[config.mk]
export PLATFORM = sky130hd
export DESIGN_NAME = wshb_frame_reader_flat
export DESIGN_NICKNAME = d
export VERILOG_FILES = /design/src/rtl/frame_reader_pkg.sv /design/src/rtl/wshb_if.sv /design/src/rtl/pix_sync_fifo.sv /design/src/rtl/wshb_frame_reader.sv /design/src/flat_wrapper.sv
export SDC_FILE = /design/constraint.sdc
export NUM_CORES = 1
export LEC_CHECK = 0
export ABC_AREA = 1
export CAP_MARGIN = 40
export CORE_MARGIN = 2
export CORE_UTILIZATION = 45
export CTS_BUF_LIST = sky130_fd_sc_hd__clkbuf_16
export CTS_CLUSTER_SIZE = 14
export DETAILED_ROUTE_END_ITERATION = 7
export PLACE_DENSITY_LB_ADDON = 0.05
export SETUP_SLACK_MARGIN = 0.15
export SKIP_CTS_REPAIR_TIMING = 1
export SLEW_MARGIN = 20
export SYNTH_ARGS = -nofsm -noshare
export SYNTH_HDL_FRONTEND = slang
export SYNTH_HIERARCHICAL = 1
export SYNTH_SLANG_ARGS = --single-unit
export TNS_END_PERCENT = 1
[constraint.sdc]
create_clock -name sys_clk -period 2.7 [get_ports sys_clk]
set_input_delay 0.405 -clock sys_clk [delete_from_list [all_inputs] [get_ports sys_clk]]
set_output_delay 0.405 -clock sys_clk [all_outputs]
set_load 0.01 [all_outputs]
[src/rtl/frame_reader_pkg.sv]
// Shared types and constants for the Wishbone frame reader.
//   pixel_t      : 24-bit RGB pixel
//   fifo_entry_t : output buffer entry {data, sof, eol}
//   wb_state_t   : Wishbone master request state
package frame_reader_pkg;

  typedef logic [23:0] pixel_t;

  typedef struct packed {
    pixel_t data;
    logic   sof;
    logic   eol;
  } fifo_entry_t;

  typedef enum logic {
    WB_IDLE,
    WB_REQ
  } wb_state_t;

  localparam logic [3:0] WSHB_SEL_ALL = 4'hF;
  localparam logic [2:0] CTI_CLASSIC  = 3'b000;
  localparam logic [1:0] BTE_LINEAR   = 2'b00;

  // Counter width that never collapses to zero bits.
  function automatic int unsigned clog2_min1(input int unsigned n);
    return (n > 1) ? $clog2(n) : 1;
  endfunction

endpackage

[src/rtl/wshb_if.sv]
// Wishbone B4 classic bus, 32-bit data, byte addresses.
//   master modport : drives cyc/stb/we/adr/sel/cti/bte/dat_ms, samples dat_sm/ack/err/rty
//   slave  modport : the reverse
interface wshb_if;

  logic [31:0] adr;
  logic [31:0] dat_ms;
  logic [31:0] dat_sm;
  logic [3:0]  sel;
  logic [2:0]  cti;
  logic [1:0]  bte;
  logic        cyc;
  logic        stb;
  logic        we;
  logic        ack;
  logic        err;
  logic        rty;

  modport master (
    output adr, dat_ms, sel, cti, bte, cyc, stb, we,
    input  dat_sm, ack, err, rty
  );

  modport slave (
    input  adr, dat_ms, sel, cti, bte, cyc, stb, we,
    output dat_sm, ack, err, rty
  );

endinterface

[src/rtl/pix_sync_fifo.sv]
// Single-clock show-ahead FIFO of fifo_entry_t with registered head and count.
//   sys_clk, sys_rst : clock, synchronous active-high reset
//   push, din        : write request and entry (ignored when full)
//   pop              : consume head (ignored when empty)
//   dout, valid      : registered head entry, non-empty flag
//   count            : number of stored entries
module pix_sync_fifo
  import frame_reader_pkg::*;
#(
  parameter int unsigned DEPTH = 8,
  localparam int unsigned AW   = clog2_min1(DEPTH),
  localparam int unsigned CW   = AW + 1
) (
  input  logic          sys_clk,
  input  logic          sys_rst,
  input  logic          push,
  input  fifo_entry_t   din,
  input  logic          pop,
  output fifo_entry_t   dout,
  output logic          valid,
  output logic [CW-1:0] count
);

  fifo_entry_t   mem [DEPTH];
  logic [AW-1:0] wr_ptr, rd_ptr, wr_ptr_n, rd_ptr_n;
  logic [CW-1:0] count_n;
  logic          do_push, do_pop;
  fifo_entry_t   head_n;

  assign do_push = push && (count != CW'(DEPTH));
  assign do_pop  = pop && (count != '0);

  // Next head: a write landing on the new read slot bypasses the array.
  always_comb begin
    wr_ptr_n = do_push ? wr_ptr + AW'(1) : wr_ptr;
    rd_ptr_n = do_pop  ? rd_ptr + AW'(1) : rd_ptr;
    count_n  = count + CW'(do_push) - CW'(do_pop);
    head_n   = '0;
    if (count_n != '0) begin
      if (do_push && (wr_ptr == rd_ptr_n)) head_n = din;
      else                                 head_n = mem[rd_ptr_n];
    end
  end

  // Storage array, no reset needed.
  always_ff @(posedge sys_clk) begin
    if (do_push) mem[wr_ptr] <= din;
  end

  // Pointers, count and registered head.
  always_ff @(posedge sys_clk) begin
    if (sys_rst) begin
      wr_ptr <= '0;
      rd_ptr <= '0;
      count  <= '0;
      dout   <= '0;
      valid  <= 1'b0;
    end else begin
      wr_ptr <= wr_ptr_n;
      rd_ptr <= rd_ptr_n;
      count  <= count_n;
      dout   <= head_n;
      valid  <= (count_n != '0);
    end
  end

endmodule

[src/rtl/wshb_frame_reader.sv]
// Reads a HDISP x VDISP frame of 32-bit words from SDRAM with Wishbone classic
// single reads and streams the pixels out through a show-ahead buffer.
//   sys_clk, sys_rst        : clock, synchronous active-high reset
//   wshb_ifm                : Wishbone master towards SDRAM
//   pix_data/valid/sof/eol  : stream output, sof at (0,0), eol at x=HDISP-1
//   pix_ready               : stream consumer accept
// Build option FRAME_READER_PATTERN_EN: bus held idle, buffer filled with an
// internal {x, y, x^y} test pattern instead of SDRAM data.
module wshb_frame_reader
  import frame_reader_pkg::*;
#(
  parameter int unsigned HDISP      = 800,
  parameter int unsigned VDISP      = 480,
  parameter logic [31:0] BASE_ADDR  = 32'h0,
  parameter int unsigned FIFO_DEPTH = 8
) (
  input  logic          sys_clk,
  input  logic          sys_rst,
  wshb_if.master        wshb_ifm,
  output logic [23:0]   pix_data,
  output logic          pix_valid,
  input  logic          pix_ready,
  output logic          pix_sof,
  output logic          pix_eol
);

  localparam int unsigned XW = clog2_min1(HDISP);
  localparam int unsigned YW = clog2_min1(VDISP);
  localparam int unsigned IW = clog2_min1(HDISP * VDISP);
  localparam int unsigned CW = clog2_min1(FIFO_DEPTH) + 1;
  localparam int unsigned NW = CW + 1;

  logic [XW-1:0] x_q, x_n;
  logic [YW-1:0] y_q, y_n;
  logic [IW-1:0] idx_q, idx_n;
  logic          last_x, last_y;

  fifo_entry_t   push_entry, head;
  pixel_t        pix_rgb;
  logic          push, pop, room;
  logic [CW-1:0] fifo_count;
  logic [NW-1:0] cnt_next;

  // Raster position of the pixel being fetched and its successor.
  always_comb begin
    last_x = (x_q == XW'(HDISP - 1));
    last_y = (y_q == YW'(VDISP - 1));
    x_n    = last_x ? '0 : x_q + XW'(1);
    y_n    = y_q;
    if (last_x) y_n = last_y ? '0 : y_q + YW'(1);
    idx_n  = (last_x && last_y) ? '0 : idx_q + IW'(1);
  end

  always_comb begin
    push_entry      = '0;
    push_entry.data = pix_rgb;
    push_entry.sof  = (x_q == '0) && (y_q == '0);
    push_entry.eol  = last_x;
  end

  // Occupancy after this edge; a request is only issued when its reply fits.
  assign pop      = pix_valid && pix_ready;
  assign cnt_next = NW'(fifo_count) + NW'(push) - NW'(pop);
  assign room     = cnt_next < NW'(FIFO_DEPTH);

  pix_sync_fifo #(.DEPTH(FIFO_DEPTH)) u_fifo (
    .sys_clk (sys_clk),
    .sys_rst (sys_rst),
    .push    (push),
    .din     (push_entry),
    .pop     (pop),
    .dout    (head),
    .valid   (pix_valid),
    .count   (fifo_count)
  );

  assign pix_data = head.data;
  assign pix_sof  = head.sof;
  assign pix_eol  = head.eol;

`ifdef FRAME_READER_PATTERN_EN

  logic unused_pat;

  assign push    = (fifo_count != CW'(FIFO_DEPTH));
  assign pix_rgb = {8'(x_q), 8'(y_q), 8'(x_q) ^ 8'(y_q)};

  assign wshb_ifm.cyc    = 1'b0;
  assign wshb_ifm.stb    = 1'b0;
  assign wshb_ifm.we     = 1'b0;
  assign wshb_ifm.adr    = BASE_ADDR;
  assign wshb_ifm.sel    = WSHB_SEL_ALL;
  assign wshb_ifm.cti    = CTI_CLASSIC;
  assign wshb_ifm.bte    = BTE_LINEAR;
  assign wshb_ifm.dat_ms = '0;

  assign unused_pat = ^{wshb_ifm.dat_sm, wshb_ifm.ack, wshb_ifm.err,
                        wshb_ifm.rty, room};

  // Pattern generator walks the raster one entry per cycle while not full.
  always_ff @(posedge sys_clk) begin
    if (sys_rst) begin
      x_q   <= '0;
      y_q   <= '0;
      idx_q <= '0;
    end else if (push) begin
      x_q   <= x_n;
      y_q   <= y_n;
      idx_q <= idx_n;
    end
  end

`else

  wb_state_t   state_q;
  logic        cyc_q, stb_q;
  logic [31:0] adr_q;
  logic        done;
  logic        unused_wb;

  function automatic logic [31:0] addr_of(input logic [IW-1:0] i);
    return BASE_ADDR + (32'(i) << 2);
  endfunction

  // err still consumes the pixel slot (black) so the frame keeps moving; rty does not.
  assign done    = (state_q == WB_REQ) && (wshb_ifm.ack || wshb_ifm.err || wshb_ifm.rty);
  assign push    = (state_q == WB_REQ) && (wshb_ifm.ack || wshb_ifm.err);
  assign pix_rgb = wshb_ifm.ack ? wshb_ifm.dat_sm[23:0] : '0;

  assign wshb_ifm.cyc    = cyc_q;
  assign wshb_ifm.stb    = stb_q;
  assign wshb_ifm.adr    = adr_q;
  assign wshb_ifm.we     = 1'b0;
  assign wshb_ifm.sel    = WSHB_SEL_ALL;
  assign wshb_ifm.cti    = CTI_CLASSIC;
  assign wshb_ifm.bte    = BTE_LINEAR;
  assign wshb_ifm.dat_ms = '0;

  assign unused_wb = ^wshb_ifm.dat_sm[31:24];

  // Request FSM; back-to-back requests when the buffer still has room.
  always_ff @(posedge sys_clk) begin
    if (sys_rst) begin
      state_q <= WB_IDLE;
      cyc_q   <= 1'b0;
      stb_q   <= 1'b0;
      adr_q   <= BASE_ADDR;
      x_q     <= '0;
      y_q     <= '0;
      idx_q   <= '0;
    end else begin
      case (state_q)
        WB_IDLE: begin
          if (room) begin
            state_q <= WB_REQ;
            cyc_q   <= 1'b1;
            stb_q   <= 1'b1;
          end
        end
        WB_REQ: begin
          if (done) begin
            if (push) begin
              x_q   <= x_n;
              y_q   <= y_n;
              idx_q <= idx_n;
              adr_q <= addr_of(idx_n);
            end
            if (!room) begin
              state_q <= WB_IDLE;
              cyc_q   <= 1'b0;
              stb_q   <= 1'b0;
            end
          end
        end
        default: begin
          state_q <= WB_IDLE;
          cyc_q   <= 1'b0;
          stb_q   <= 1'b0;
        end
      endcase
    end
  end

`endif

endmodule

[src/flat_wrapper.sv]
// flat-port wrapper written by rule: the top's interface ports become plain ports
module wshb_frame_reader_flat import frame_reader_pkg::*;
#(
  parameter int unsigned HDISP      = 800,
  parameter int unsigned VDISP      = 480,
  parameter logic [31:0] BASE_ADDR  = 32'h0,
  parameter int unsigned FIFO_DEPTH = 8
)
  (sys_clk, sys_rst, pix_data, pix_valid, pix_ready, pix_sof, pix_eol, wshb_ifm_adr, wshb_ifm_dat_ms, wshb_ifm_sel, wshb_ifm_cti, wshb_ifm_bte, wshb_ifm_cyc, wshb_ifm_stb, wshb_ifm_we, wshb_ifm_dat_sm, wshb_ifm_ack, wshb_ifm_err, wshb_ifm_rty);
  wshb_if wshb_ifm_i ();
  input  logic sys_clk;
  input  logic sys_rst;
  output logic [23:0] pix_data;
  output logic pix_valid;
  input  logic pix_ready;
  output logic pix_sof;
  output logic pix_eol;
  output wire logic [$bits(wshb_ifm_i.adr)-1:0] wshb_ifm_adr;
  output wire logic [$bits(wshb_ifm_i.dat_ms)-1:0] wshb_ifm_dat_ms;
  output wire logic [$bits(wshb_ifm_i.sel)-1:0] wshb_ifm_sel;
  output wire logic [$bits(wshb_ifm_i.cti)-1:0] wshb_ifm_cti;
  output wire logic [$bits(wshb_ifm_i.bte)-1:0] wshb_ifm_bte;
  output wire logic [$bits(wshb_ifm_i.cyc)-1:0] wshb_ifm_cyc;
  output wire logic [$bits(wshb_ifm_i.stb)-1:0] wshb_ifm_stb;
  output wire logic [$bits(wshb_ifm_i.we)-1:0] wshb_ifm_we;
  input wire logic [$bits(wshb_ifm_i.dat_sm)-1:0] wshb_ifm_dat_sm;
  input wire logic [$bits(wshb_ifm_i.ack)-1:0] wshb_ifm_ack;
  input wire logic [$bits(wshb_ifm_i.err)-1:0] wshb_ifm_err;
  input wire logic [$bits(wshb_ifm_i.rty)-1:0] wshb_ifm_rty;
  assign wshb_ifm_adr = wshb_ifm_i.adr;
  assign wshb_ifm_dat_ms = wshb_ifm_i.dat_ms;
  assign wshb_ifm_sel = wshb_ifm_i.sel;
  assign wshb_ifm_cti = wshb_ifm_i.cti;
  assign wshb_ifm_bte = wshb_ifm_i.bte;
  assign wshb_ifm_cyc = wshb_ifm_i.cyc;
  assign wshb_ifm_stb = wshb_ifm_i.stb;
  assign wshb_ifm_we = wshb_ifm_i.we;
  assign wshb_ifm_i.dat_sm = wshb_ifm_dat_sm;
  assign wshb_ifm_i.ack = wshb_ifm_ack;
  assign wshb_ifm_i.err = wshb_ifm_err;
  assign wshb_ifm_i.rty = wshb_ifm_rty;
  wshb_frame_reader #(.HDISP(HDISP), .VDISP(VDISP), .BASE_ADDR(BASE_ADDR), .FIFO_DEPTH(FIFO_DEPTH)) u_core (.sys_clk(sys_clk), .sys_rst(sys_rst), .wshb_ifm(wshb_ifm_i), .pix_data(pix_data), .pix_valid(pix_valid), .pix_ready(pix_ready), .pix_sof(pix_sof), .pix_eol(pix_eol));
endmodule
# == Word level (Yosys, flattened, before mapping) ==
# Memories as Yosys holds them, arrays and structs flattened. A register that Yosys moved wholly into a read port is not among the register bits.
# Index checks and enable logic that the tools add are counted.
# totals
input_bits,38
word_cells,59
n_memories,1
regBits,51
ramBits,208
# op_classes
reduce_logical,17
bitwise_logic,2
add_sub_neg,9
muxes,14
order_cmp,1
n_eq_ne,6
# memory_table
memory,words,word_bits,read_ports,rd_clocked_by_memory_dff,write_ports,line,rtl
u_core.u_fifo.mem,8,26,1,1,1,pix_sync_fifo.sv:24,fifo_entry_t mem [DEPTH];
# op_table
op,n
24-bit 2-to-1 mux,1
"19-bit by 1-bit adder with 19-bit output, second input constant",1
19-bit 2-to-1 mux,1
"10-bit by 1-bit adder with 10-bit output, second input constant",1
"10-bit equality test, second input constant",1
10-bit zero test,1
10-bit 2-to-1 mux,1
"9-bit by 1-bit adder with 9-bit output, second input constant",1
"9-bit equality test, second input constant",1
9-bit zero test,1
9-bit 2-to-1 mux,1
4-bit nonzero test,2
1-bit logical AND,7
1-bit 2-to-1 mux,7
"3-bit by 1-bit adder with 3-bit output, second input constant",2
3-bit AND reduction,2
4-bit by 1-bit adder with 5-bit output,1
"5-bit by 4-bit < comparator with 1-bit output, second input constant",1
5-bit by 1-bit subtractor with 5-bit output,1
4-bit by 1-bit adder with 4-bit output,1
"2-bit inequality test, second input constant",2
"4-bit inequality test, second input constant",1
1-bit one-hot mux with 2 select lines,2
4-bit AND reduction,1
6 further kinds,8

# == Depth between registers and ports, before layout ==
# Gate-level depths: netlist of run 1.
# depth
depth_word,8
depth_mapped,17

# == Hierarchy ==
# The synthesis of run 1 kept the hierarchy.
# by_module_without_submodules
mod,seq_area_each_um2,area_per_inst_um2,cells_per_inst,instances
pix_sync_fifo,6986.7,10264.8,982,1
wshb_frame_reader,800.8,2959.1,459,1

# == Least setup slack after synthesis of run 1 ==
# No wires, ideal clock.
# synth_timing
kind,input-to-reg
start,in wshb_ifm_ack
end,reg u_core/u_fifo/dout[13] (netlist name)
cell_stages,16
setup_slack_ns,-0.227
t_arrival_ns,2.863
n_path_buf,3
setup_ns,0.064
t_required_ns,2.636
path_cell_list,buf_4 nor2_4 nor2_8 buf_2 nand2_1 ha_1 inv_1 ha_1 fa_1 inv_1 nor2_1 nor3_1 o21ai_2 clkbuf_1 nand2_1 nor2_1
# synth_between
elab_chain_len,8
# synth_lines
element,line,rtl
"start, declared",flat_wrapper.sv:27,input wire logic [$bits(wshb_ifm_i.ack)-1:0] wshb_ifm_ack;
1-bit logical OR,wshb_frame_reader.sv:127,assign push = (state_q == WB_REQ) && (wshb_ifm.ack || wshb_ifm.err);
1-bit logical AND,wshb_frame_reader.sv:127,
via u_core.push,wshb_frame_reader.sv:40,"logic push, pop, room;"
1-bit logical AND,pix_sync_fifo.sv:30,assign do_push = push && (count != CW'(DEPTH));
4-bit by 1-bit adder with 4-bit output,pix_sync_fifo.sv:37,count_n = count + CW'(do_push) - CW'(do_pop);
4-bit by 1-bit subtractor with 4-bit output,pix_sync_fifo.sv:37,
via u_core.u_fifo.count_n[1],pix_sync_fifo.sv:26,logic [CW-1:0] count_n;
4-bit nonzero test,pix_sync_fifo.sv:39,if (count_n != '0) begin
1-bit NOT (no source line),--,
2-bit OR reduction (no source line),--,
"end signal, assigned",pix_sync_fifo.sv:62,dout <= head_n;
"end, declared",pix_sync_fifo.sv:19,"output fifo_entry_t dout,"
# The timed path passes the listed nets, and every way through them passes these cells.
# A chain may end at the register's enable or synchronous reset.

# == Final worst setup path of run 1 ==
# layout_timing
start,reg u_core.u_fifo.count[3]
end,reg u_core.u_fifo.valid
# layout_between
elab_chain_len,5
word_cells_on_any_way,7
classes_between,add/sub: 2; eq/ne: 1; reduce/logical: 4
# layout_lines
element,line,rtl
"start, declared",pix_sync_fifo.sv:21,output logic [CW-1:0] count
"start signal, assigned",pix_sync_fifo.sv:61,count <= count_n;
4-bit inequality test,pix_sync_fifo.sv:30,
1-bit logical AND,pix_sync_fifo.sv:30,
4-bit by 1-bit adder with 4-bit output,pix_sync_fifo.sv:37,
4-bit by 1-bit subtractor with 4-bit output (*),pix_sync_fifo.sv:37,
4-bit nonzero test (*),pix_sync_fifo.sv:63,valid <= (count_n != '0);
"end signal, assigned",pix_sync_fifo.sv:63,
"end, declared",pix_sync_fifo.sv:20,"output logic valid,"
# Mark *: on every way between the ends. The rest lies on a longest branch, timed or not.

==> flow_summary.rst, run 1 <==
.. list-table::
   :header-rows: 1

   * - Metric
     - Value
   * - Run status
     - complete, but fails checks
   * - Violated checks
     - negative setup slack
   * - Power share of the combinational group
     - 42.1%
   * - Worst hold-check slack
     - 0.331 ns
   * - Clock latency on the worst-skew pair
     - 0.50 ns
   * - Static power due to leakage
     - 6.58 nW
   * - Highest-delay cell along the critical path
     - sky130_fd_sc_hd__dfxtp_4
   * - Global-route wire length before repair
     - 50800 um
   * - Distinct cell type count of the synthesized netlist
     - 41
   * - Maximum number of pins on one net before global-route repair
     - 53
   * - CORE AREA
     - 0.0289 mm^2
   * - H-Tree Level Count
     - 2
   * - Clock edge transition at the registers on the reported setup and hold paths
     - 0.06 ns
   * - Remaining DRCs
     - 0
   * - RSZ-0062 raised after global routing
     - true
   * - Clock tree from TritonCTS
     - done
   * - Cells along the critical path
     - inv_4 -> ha_4 -> nand2_4 -> nand2_4 -> inv_2 -> ha_4 -> inv_2 -> ha_4 -> fa_2 -> xnor2_1 -> nor2_1 -> nor3_2 -> o21ai_4 -> clkbuf_16 -> buf_12 -> buf_6
   * - Starting density of the core
     - 45.8%
   * - Most used flip-flop cell after synthesis
     - sky130_fd_sc_hd__edfxtp_1
   * - Number of register bits inferred by synthesis
     - 285
   * - Min-Delay Endpoint
     - u_core/state_q
   * - Routability congestion estimate from global placement
     - 0.816
   * - Nets
     - 1605
   * - Critical Path Sink Type
     - flop
   * - Worst Skew
     - 0.0192 ns
   * - IR drop worst, VDD
     - 734 uV
   * - Die Footprint
     - 0.0308 mm^2
   * - Proportion of power drawn by the clock network
     - 26.5%
   * - Number of nets with antenna violations after detailed routing
     - 0
   * - CP max stage delay
     - 0.36 ns
   * - Die span in y
     - 175 um
   * - Post-synthesis instance area
     - 0.0132 mm^2
   * - Average wire length per cell after detail routing
     - 16.5 um
   * - Time the final worst path needs with I/O delays and setup
     - 2.73 ns
   * - Sort of element at the start of the critical path
     - flop
   * - Detailed-route vias per instance
     - 4.91
   * - Max Cap Viol
     - 0
   * - Share of synthesized flip-flops with an asynchronous set or reset
     - 0%
   * - Setup-violating endpoint count in the final report
     - 13
   * - Sequential share of power
     - 31.4%
   * - Clock buffers created by TritonCTS
     - 34
   * - End of the worst register-to-register path
     - u_core/u_fifo/valid
   * - Most frequent cell on the critical path
     - sky130_fd_sc_hd__ha_4
   * - Sink Count
     - 285
   * - Top achievable clock speed
     - 0.367 GHz
   * - Final Hold Fails
     - 0
   * - Antenna violations before repair
     - 0
   * - # diodes
     - 0
   * - Synthesized netlist cell count
     - 1441
   * - Drt initial violations
     - 544
   * - R2R Path Start
     - u_core/u_fifo/count[3]
   * - Synthesis warning total
     - 6
   * - Net switching power
     - 0.00616 W
   * - Standard cell area after detailed placement
     - 0.0145 mm^2
   * - Internal cell power
     - 0.0103 W
   * - Number of cells traversed by the worst hold path
     - 4
   * - EDFF count, synth
     - 208
   * - Worst reg2reg path depth
     - 16
   * - Post-route worst setup slack
     - -0.0281 ns
   * - Fraction of layout cells with a size suffix above 1
     - 11.8%
   * - DIE WIDTH
     - 175 um
   * - Vias in the first global route
     - 9453
   * - Layout overhead on the synthesized area
     - 19.5%
   * - Routed wire length
     - 32200 um
   * - CTS root buffer
     - sky130_fd_sc_hd__clkbuf_16
   * - Total routing usage reported by global routing
     - 21.0%
   * - Max Slew Vio Count
     - 0
   * - Total design power
     - 0.0165 W
   * - Post-Syn Area per Cell
     - 9.18 um^2
   * - Portion of the post-synthesis area used by sequential elements
     - 58.9%
   * - Final clock period utilization by the worst path
     - 101%
   * - Crit path kind
     - reg2reg
   * - Number of filler instances in the final layout
     - 2644
   * - Worst setup slack for register-to-register paths
     - -0.03 ns
   * - Buffers on Ports
     - 77
   * - Cell Count, Final, Fillers Out
     - 1958
   * - Endpoint arrival time on the critical path
     - 3.12 ns
   * - Overall via count from detail_route
     - 9604
   * - Switching part of the total power
     - 37.5%
   * - Buffer depth of the longest clock path
     - 3
   * - Leftover overflow at the end of global routing
     - 0
   * - Worst path required time
     - 3.09 ns
   * - Pre-CTS setup slack
     - -0.336 ns
   * - Final instance area
     - 0.0158 mm^2
   * - Path type of the worst min-delay path
     - in2reg
   * - DR pass1 iterations
     - 5
   * - I/O pin total
     - 141
   * - Post-detailed-placement half-perimeter wirelength
     - 18500 um
   * - Setup crit start
     - u_core/u_fifo/count[3]
   * - Number of standard-cell rows in the floorplan
     - 62
   * - Placed cell count
     - 1889
   * - Power per cell area
     - 1040 mW/mm^2
   * - Maximum fanout along the worst path
     - 6
   * - Worst Hold Launch
     - wshb_ifm_err
## cell type report
type                            instances  area [um^2]  area share [%]
Inverter                              154          583            3.69
Tap cell                              384          480            3.04
Timing Repair Buffer                  132         1380            8.75
Sequential cell                       285         7800            49.3
Clock inverter                         25          171            1.08
Clock buffer                           36          901            5.70
Multi-Input combinational cell        942         4490            28.4
## cell families after synthesis
logic type,synth area share [%]
buf+inv,9.93
flops,58.9
fa+ha+maj,1.76
compound gates,1.68
xor+xnor,0.596
other cells,0.0568
simple gates,27.1
## how the worst max path moves through the flow
| stage | end | depth (start not counted) |
|---|---|---|
| final | u_core/u_fifo/valid | 16 |
| after global routing | u_core/u_fifo/dout[7] | 17 |
| after CTS | u_core/u_fifo/dout[15] | 16 |
| after detailed placement | u_core/u_fifo/dout[13] | 15 |
| after global placement | u_core/u_fifo/dout[22] | 15 |
| after floorplan | u_core/u_fifo/mem[0][0] | 8 |
## placed cells by master, fill, tap and decap left out, drive strengths merged, types with 2 or more instances in the layout
| cell | synthesis | layout |
|---|---|---|
| xnor2 | 3 | 3 |
| edfxtp | 208 | 208 |
| nor3b | 4 | 4 |
| buf | 109 | 54 |
| clkdlybuf4s50 | 0 | 76 |
| nand3b | 2 | 2 |
| nand4 | 34 | 34 |
| dfxtp | 77 | 77 |
| clkbuf | 4 | 37 |
| o21ai | 12 | 12 |
| inv | 154 | 159 |
| ha | 17 | 17 |
| xor2 | 6 | 6 |
| a21oi | 23 | 23 |
| nor4 | 3 | 3 |
| nand2 | 395 | 395 |
| nor3 | 11 | 11 |
| bufinv | 0 | 2 |
| a211oi | 3 | 3 |
| clkinv | 0 | 17 |
| nand3 | 171 | 171 |
| nor2 | 199 | 199 |
| conb | 2 | 55 |
## power by group through the flow
stage               registers (W)  logic [W]  clock network, W
finish                    0.00517    0.00692           0.00436
global route              0.00520    0.00773           0.00464
CTS                       0.00516    0.00601           0.00446
detailed placement        0.00525    0.00600                 0
global placement          0.00525    0.00593                 0
floorplan                 0.00532    0.00396                 0
## Yosys cell counts, drive strengths merged (3+ instances only)
library cell  instances  area [um^2]
dfxtp                77         1540
ha                   17          213
nand3               171          878
clkbuf                4         15.0
nand2               395         1520
nor2                199          817
xnor2                 3         26.3
buf                 109          719
a21oi                23          115
inv                 154          578
nand4                34          225
nor3b                 4         35.0
o21ai                12         67.6
a211oi                3         22.5
nor3                 11         60.1
edfxtp              208         6250
xor2                  6         52.6
nor4                  3         25.0
## worst max-delay path: cells and delay by family, from the launching register on
kind                       cells  cell delay, ns
adders and majority gates      4            0.89
buffers and inverters          6            0.58
and+or+nand+nor                4            0.47
DFF                            1            0.36
xor gates and xnor gates       1            0.16
AOI/OAI and AO/OA              1            0.15
## stage by stage
step	util, %	setup TNS, ns
6_report	54.8	-0.184
5_1_grt	54.8	-2.26
4_1_cts	53.9	0
3_5_place_dp	50.2	-8.58
3_3_place_gp	50.2	-7.09
2_1_floorplan	-	0
## registers in the layout, indices dropped and copies added, names as in the netlist, 3 cells and up
signal                flops
u_core/u_fifo/mem       208
u_core/idx_q             19
u_core/x_q               10
u_core/u_fifo/dout       26
u_core/u_fifo/rd_ptr      3
u_core/y_q                9
u_core/u_fifo/wr_ptr      3
u_core/u_fifo/count       4
## routing by layer
metal  vias up  GRT usage (%)  routed length, um
met4         0           5.58                644
met1      4523           27.8              14100
met5         -              0                  0
met2       237           36.0              15800
li1       4802              -                  -
met3        42           3.16               1690
(Power assumes the default switching activity.)
==> inputs of run 2 (changes only) <==
- CORE_UTILIZATION: 45 -> 51
- CTS_CLUSTER_SIZE: 14 -> 8
==> flow_summary.rst, run 2 (synthesis results as in run 1) <==
.. list-table::
   :header-rows: 1

   * - Metric
     - Value
   * - Run status
     - complete, no violations
   * - Top achievable clock speed
     - 0.386 GHz (+5.3%)
   * - RSZ-0062 raised after global routing
     - true
   * - Power per cell area
     - 1040 mW/mm^2 (-0.31%)
   * - Average wire length per cell after detail routing
     - 16.5 um (+0.22%)
   * - Most common cell after layout, fill and taps aside
     - sky130_fd_sc_hd__nand2_1
   * - DIE WIDTH
     - 165 um (-5.9%)
   * - Routed wire length
     - 31700 um (-1.8%)
   * - Critical Path Sink Type
     - flop
   * - Total routing usage reported by global routing
     - 23.3% (+2.3 points)
   * - Worst Tran Pin Value
     - 0.691 ns
   * - Commonest non-fill, non-tap cells in the layout
     - sky130_fd_sc_hd__nand2_1 (378), sky130_fd_sc_hd__edfxtp_1 (208), sky130_fd_sc_hd__nor2_1 (181), sky130_fd_sc_hd__inv_1 (168), sky130_fd_sc_hd__nand3_1 (168)
   * - Max FFs per register
     - 208 (unchanged)
   * - Vias in the first global route
     - 9280 (-1.8%)
   * - IR drop worst, VDD
     - 710 uV (-3.2%)
   * - I/O pin total
     - 141 (unchanged)
   * - Pre-CTS setup slack
     - -0.317 ns (+0.0189 ns)
   * - Clock edge transition at the registers on the reported setup and hold paths
     - 0.05 ns (about the same)
   * - DR pass1 iterations
     - 5 (unchanged)
   * - Fraction of layout cells with a size suffix above 1
     - 10.8% (-1.0 points)
   * - Sort of element at the start of the critical path
     - flop
   * - Global-route track usage on met1
     - 31.4% (+3.6 points)
   * - Clock tree from TritonCTS
     - done
   * - Die Footprint
     - 0.0272 mm^2 (-12%)
   * - Worst Skew
     - 0.0124 ns (-0.00674 ns)
   * - Number of nets with antenna violations after detailed routing
     - 0 (unchanged)
   * - Routability congestion estimate from global placement
     - 0.825 (+1.1%)
   * - Remaining DRCs
     - 0 (unchanged)
   * - Time the final worst path needs with I/O delays and setup
     - 2.59 ns (-0.137 ns)
   * - Global-route wire length before repair
     - 48700 um (-4.2%)
   * - Endpoint arrival time on the critical path
     - 2.99 ns (-0.13 ns)
   * - Overall via count from detail_route
     - 9714 (+1.1%)
   * - CORE AREA
     - 0.0253 mm^2 (-12%)
   * - Number of standard-cell rows in the floorplan
     - 58 (-6.5%)
   * - Maximum fanout along the worst path
     - 7 (+1)
   * - Starting density of the core
     - 52.2% (+6.4 points)
   * - H-Tree Level Count
     - 2 (unchanged)
   * - Biggest regs
     - u_core/u_fifo/mem x208, u_core/u_fifo/dout x26, u_core/idx_q x19
   * - Sink Count
     - 285 (unchanged)
   * - Maximum number of pins on one net before global-route repair
     - 46 (-13%)
   * - Static power due to leakage
     - 6.73 nW (+2.3%)
   * - Leftover overflow at the end of global routing
     - 0 (unchanged)
   * - Final Hold Fails
     - 0 (unchanged)
   * - Worst max-slew margin expressed relative to the limit
     - 53.8%
   * - Path type of the worst min-delay path
     - in2reg
   * - CTS root buffer
     - sky130_fd_sc_hd__clkbuf_16
   * - Die span in y
     - 165 um (-5.9%)
   * - Crit path kind
     - reg2reg
   * - Max Cap Viol
     - 0 (unchanged)
   * - Final clock period utilization by the worst path
     - 96.0% (-5.1 points)
   * - Most Crowded Layer GR
     - met2
   * - Post-detailed-placement half-perimeter wirelength
     - 18300 um (-0.83%)
   * - Layout overhead on the synthesized area
     - 19.6% (about the same)
   * - Clock latency on the worst-skew pair
     - 0.52 ns (+0.02 ns)
   * - Top reg by flops
     - u_core/u_fifo/mem
   * - Global-route met3 utilization
     - 4.50% (+1.3 points)
   * - Nets
     - 1612 (+0.44%)
   * - Worst path required time
     - 3.10 ns (about the same)
   * - Setup-violating endpoint count in the final report
     - 0 (-13)
   * - Detailed-route vias per instance
     - 5.06 (+3.2%)
   * - Antenna violations before repair
     - 1 (+1)
   * - Met2 demand-to-capacity share in global routing
     - 38.7% (+2.6 points)
   * - Max Slew Vio Count
     - 0 (unchanged)
   * - Post-route worst setup slack
     - 0.109 ns (+0.137 ns)
   * - Total design power
     - 0.0164 W (-0.24%)
   * - Buffers on Ports
     - 77 (unchanged)
   * - Buffer depth of the longest clock path
     - 3 (unchanged)
   * - Drt initial violations
     - 654 (+20%)
   * - Clock buffers created by TritonCTS
     - 41 (+21%)
   * - Fin Setup TNS
     - 0 ns (+0.184 ns)
==> run 2: cell types whose count changed in the layout (fill, tap and decap cells not counted), moves of 3 or more <==
| cell | delta |
|---|---|
| sky130_fd_sc_hd__nand2_1 | +6 |
| sky130_fd_sc_hd__clkinv_1 | -6 |
| sky130_fd_sc_hd__clkbuf_16 | +8 |
| sky130_fd_sc_hd__inv_1 | +27 |
| sky130_fd_sc_hd__nand2_4 | -3 |
| sky130_fd_sc_hd__clkinv_2 | -10 |
| sky130_fd_sc_hd__nand2_2 | -3 |
==> run 2: worst paths after layout <==
path | startpoint | to | slack [ns] | cells after the start
worst max register to register | u_core/u_fifo/count[2] | u_core/u_fifo/dout[22] | 0.11 | 16
worst min register to register | u_core/x_q[0] | u_core/x_q[0] | 0.49 | 2
worst min-delay path | wshb_ifm_err | u_core/state_q | 0.32 | 4
worst max-delay path | u_core/u_fifo/count[2] | u_core/u_fifo/dout[22] | 0.11 | 16
==> run 2: critical path: stages (launching register included) <==
cell and delay [ns]:
sky130_fd_sc_hd__dfxtp_2 0.33, sky130_fd_sc_hd__inv_4 0.08, sky130_fd_sc_hd__ha_4 0.13, sky130_fd_sc_hd__nand2_4 0.06
sky130_fd_sc_hd__nand2_4 0.06, sky130_fd_sc_hd__inv_2 0.04, sky130_fd_sc_hd__ha_4 0.25, sky130_fd_sc_hd__inv_2 0.04
sky130_fd_sc_hd__ha_4 0.15, sky130_fd_sc_hd__fa_2 0.44, sky130_fd_sc_hd__inv_2 0.06, sky130_fd_sc_hd__nor2_2 0.04
sky130_fd_sc_hd__nor3_2 0.25, sky130_fd_sc_hd__o21ai_4 0.18, sky130_fd_sc_hd__clkbuf_16 0.24, sky130_fd_sc_hd__nand2_2 0.07
sky130_fd_sc_hd__nor2_1 0.04
==> run 2: per-stage QoR <==
stage                     std cells  cell area (um^2)  utilization, %  hold WS (ns)
after floorplan                1494             13500               -         0.457
after global placement         1836             14400            57.0         0.470
after detailed placement       1836             14400            57.0         0.482
after CTS                      1911             15600            61.7         0.490
after global routing           1918             15800            62.4         0.355
final                          1919             15800            62.5         0.322
==> run 2: layout make-up <==
| cell class | count | area, um^2 |
|---|---|---|
| antenna | 1 | 2.50 |
| clock buffer | 43 | 1080 |
| clock inverter | 32 | 126 |
| fill | 2126 | 9510 |
| inverter | 154 | 581 |
| multi-input combinational | 942 | 4450 |
| sequential | 285 | 7790 |
| tap | 330 | 413 |
| timing repair buffer | 132 | 1380 |
==> run 2: where the power goes <==
group          internal, W  switching (W)  total [W]
registers          0.00505       0.000130    0.00518
logic              0.00245        0.00418    0.00663
clock network      0.00283        0.00177    0.00461
==> run 2: per-layer routing <==
layer	up-vias	routed length, um
li1	4821	-
met1	4529	14000
met2	315	15000
met3	49	2080
met4	0	621
met5	-	0
==> inputs of run 3 (changes only) <==
- PLACE_DENSITY: default -> 0.75
- PLACE_DENSITY_LB_ADDON: 0.05 -> default
==> flow_summary.rst, run 3 (synthesis results as in run 1) <==
.. list-table::
   :header-rows: 1

   * - Metric
     - Value
   * - R2R Path Start
     - u_core/u_fifo/count[2]
   * - Most frequent cell on the critical path
     - sky130_fd_sc_hd__ha_4
   * - Worst Skew
     - 0.0276 ns (+0.0152 ns)
   * - RSZ-0062 raised after global routing
     - true
   * - Remaining DRCs
     - 0 (unchanged)
   * - Max Slew Vio Count
     - 0 (unchanged)
   * - Vias in the first global route
     - 9367 (+0.94%)
   * - Buffers on Ports
     - 77 (unchanged)
   * - Cells along the critical path
     - inv_4 -> ha_4 -> nand2_4 -> nand2_2 -> inv_2 -> ha_4 -> inv_2 -> ha_4 -> fa_2 -> xnor2_2 -> nor2_2 -> nor3_2 -> o21ai_4 -> clkbuf_16 -> nand2_4 -> nor2_1
   * - Crit path buffers/inverters
     - 4 (-1)
   * - Time the final worst path needs with I/O delays and setup
     - 2.60 ns (+0.0129 ns)
   * - Clock latency on the worst-skew pair
     - 0.52 ns (about the same)
   * - Layout overhead on the synthesized area
     - 19.7% (about the same)
   * - Power per cell area
     - 1040 mW/mm^2 (about the same)
   * - Worst reg2reg path depth
     - 16 (unchanged)
   * - DIE WIDTH
     - 165 um (unchanged)
   * - H-Tree Level Count
     - 2 (unchanged)
   * - Drt initial violations
     - 899 (+37%)
   * - Clock edge transition at the registers on the reported setup and hold paths
     - 0.05 ns (about the same)
   * - Standard cell area after detailed placement
     - 0.0144 mm^2 (about the same)
   * - Top reg by flops
     - u_core/u_fifo/mem
   * - Number of cells traversed by the worst hold path
     - 2 (-2)
   * - Average wire length per cell after detail routing
     - 16.3 um (-1.1%)
   * - Total design power
     - 0.0164 W (+0.13%)
   * - Fraction of layout cells with a size suffix above 1
     - 10.9% (+0.083 points)
   * - Static power due to leakage
     - 6.70 nW (-0.43%)
   * - Crit path kind
     - reg2reg
   * - End of the worst register-to-register path
     - u_core/u_fifo/dout[20]
   * - Buffer depth of the longest clock path
     - 3 (unchanged)
   * - Sink Count
     - 285 (unchanged)
   * - Antenna violations before repair
     - 0 (-1)
   * - Sort of element at the start of the critical path
     - flop
   * - Most common cell after layout, fill and taps aside
     - sky130_fd_sc_hd__nand2_1
   * - # diodes
     - 0 (-1)
   * - Die Footprint
     - 0.0272 mm^2 (unchanged)
   * - Category of cells accounting for the largest share of critical-path delay
     - adder cells
   * - Max Cap Viol
     - 0 (unchanged)
   * - Placed cell count
     - 1835 (-0.054%)
   * - Worst setup slack for register-to-register paths
     - 0.1 ns (about the same)
   * - Nets
     - 1611 (-0.062%)
   * - Min-Delay Endpoint
     - u_core/y_q[0]
   * - Max FFs per register
     - 208 (unchanged)
   * - Highest-delay cell along the critical path
     - sky130_fd_sc_hd__fa_2
   * - Worst Hold Launch
     - u_core/y_q[0]
   * - DR pass1 iterations
     - 5 (unchanged)
   * - Overall via count from detail_route
     - 10100 (+3.5%)
   * - Clock buffers created by TritonCTS
     - 41 (unchanged)
   * - Cell Count, Final, Fillers Out
     - 1915 (-0.21%)
   * - Endpoint arrival time on the critical path
     - 3.02 ns (+0.03 ns)
   * - Post-detailed-placement half-perimeter wirelength
     - 17900 um (-2.5%)
   * - Pre-CTS setup slack
     - -0.283 ns (+0.0340 ns)
   * - Top achievable clock speed
     - 0.384 GHz (-0.50%)
   * - IR drop worst, VDD
     - 602 uV (-15%)
   * - Total routing usage reported by global routing
     - 22.4% (-0.94 points)
   * - Die span in y
     - 165 um (unchanged)
   * - Detailed-route vias per instance
     - 5.25 (+3.7%)
   * - CORE AREA
     - 0.0253 mm^2 (unchanged)
   * - Path type of the worst min-delay path
     - reg2reg
   * - Clock tree from TritonCTS
     - done
   * - Worst path required time
     - 3.11 ns (about the same)
   * - I/O pin total
     - 141 (unchanged)
   * - Worst hold-check slack
     - 0.486 ns (+0.164 ns)
   * - Commonest non-fill, non-tap cells in the layout
     - sky130_fd_sc_hd__nand2_1 (376), sky130_fd_sc_hd__edfxtp_1 (208), sky130_fd_sc_hd__nor2_1 (181), sky130_fd_sc_hd__inv_1 (168), sky130_fd_sc_hd__nand3_1 (168)
   * - Maximum fanout along the worst path
     - 7 (unchanged)
   * - Routed wire length
     - 31300 um (-1.3%)
   * - Starting density of the core
     - 52.2% (unchanged)
   * - Critical Path Sink Type
     - flop
   * - Routability congestion estimate from global placement
     - 0.859 (+4.1%)
   * - Setup-violating endpoint count in the final report
     - 0 (unchanged)
   * - Global-route wire length before repair
     - 47500 um (-2.5%)
   * - Biggest regs
     - u_core/u_fifo/mem x208, u_core/u_fifo/dout x26, u_core/idx_q x19
   * - Maximum number of pins on one net before global-route repair
     - 48 (+4.3%)
   * - Number of standard-cell rows in the floorplan
     - 58 (unchanged)
   * - Final clock period utilization by the worst path
     - 96.4% (+0.48 points)
   * - Run status
     - complete, no violations
   * - Final instance area
     - 0.0158 mm^2 (about the same)
   * - Number of nets with antenna violations after detailed routing
     - 0 (unchanged)
   * - Leftover overflow at the end of global routing
     - 0 (unchanged)
   * - Final Hold Fails
     - 0 (unchanged)
   * - CP max stage delay
     - 0.37 ns (-0.07 ns)
   * - CTS root buffer
     - sky130_fd_sc_hd__clkbuf_16
   * - Post-route worst setup slack
     - 0.0963 ns (-0.0129 ns)
[run 3: cell type report]
class	count	area, um^2
inverter	154	583
timing repair buffer	131	1380
clock inverter	31	130
clock buffer	42	1050
tap	330	413
sequential	285	7800
fill	1992	9500
multi-input combinational	942	4470
[run 3: per-layer routing]
metal	global-route usage (%)	vias to the layer above	wire length [um]
met1	28.0	4733	12400
li1	-	4816	-
met5	0	-	0
met3	4.50	67	2570
met2	38.7	440	15500
met4	7.63	0	775
[run 3: power by group]
part           internal, W  switching [W]  leakage, nW
registers          0.00506       0.000156         2.53
logic              0.00248        0.00419         3.49
clock network      0.00277        0.00177        0.683
total               0.0103        0.00613         6.70
[run 3: how the worst max path moves through the flow]
stage,start,to,slack (ns),cells after the start
6_report,u_core/u_fifo/count[2],u_core/u_fifo/dout[20],0.1,16
3_3_place_gp,wshb_ifm_err,u_core/u_fifo/dout[22],-0.21,15
2_1_floorplan,wshb_ifm_ack,u_core/u_fifo/mem[0][0],0.05,8
5_1_grt,u_core/u_fifo/count[2],u_core/u_fifo/dout[13],-0.02,16
3_5_place_dp,wshb_ifm_err,u_core/u_fifo/dout[23],-0.28,15
4_1_cts,u_core/u_fifo/count[2],u_core/u_fifo/dout[17],-0.009,16
[run 3: worst min-delay path: cells and delay by family (launching register included)]
family	cells	cell delay (ns)
and+or+nand+nor	1	0.06
DFF	1	0.32
AOI/OAI and AO/OA	1	0.06
[run 3: metrics by stage]
| stage | TNS (ns) | util, % |
|---|---|---|
| 2_1_floorplan | 0 | - |
| 4_1_cts | -0.00850 | 61.7 |
| 3_3_place_gp | -5.42 | 57.0 |
| 5_1_grt | -0.112 | 62.5 |
| 6_report | 0 | 62.5 |
| 3_5_place_dp | -7.27 | 57.0 |
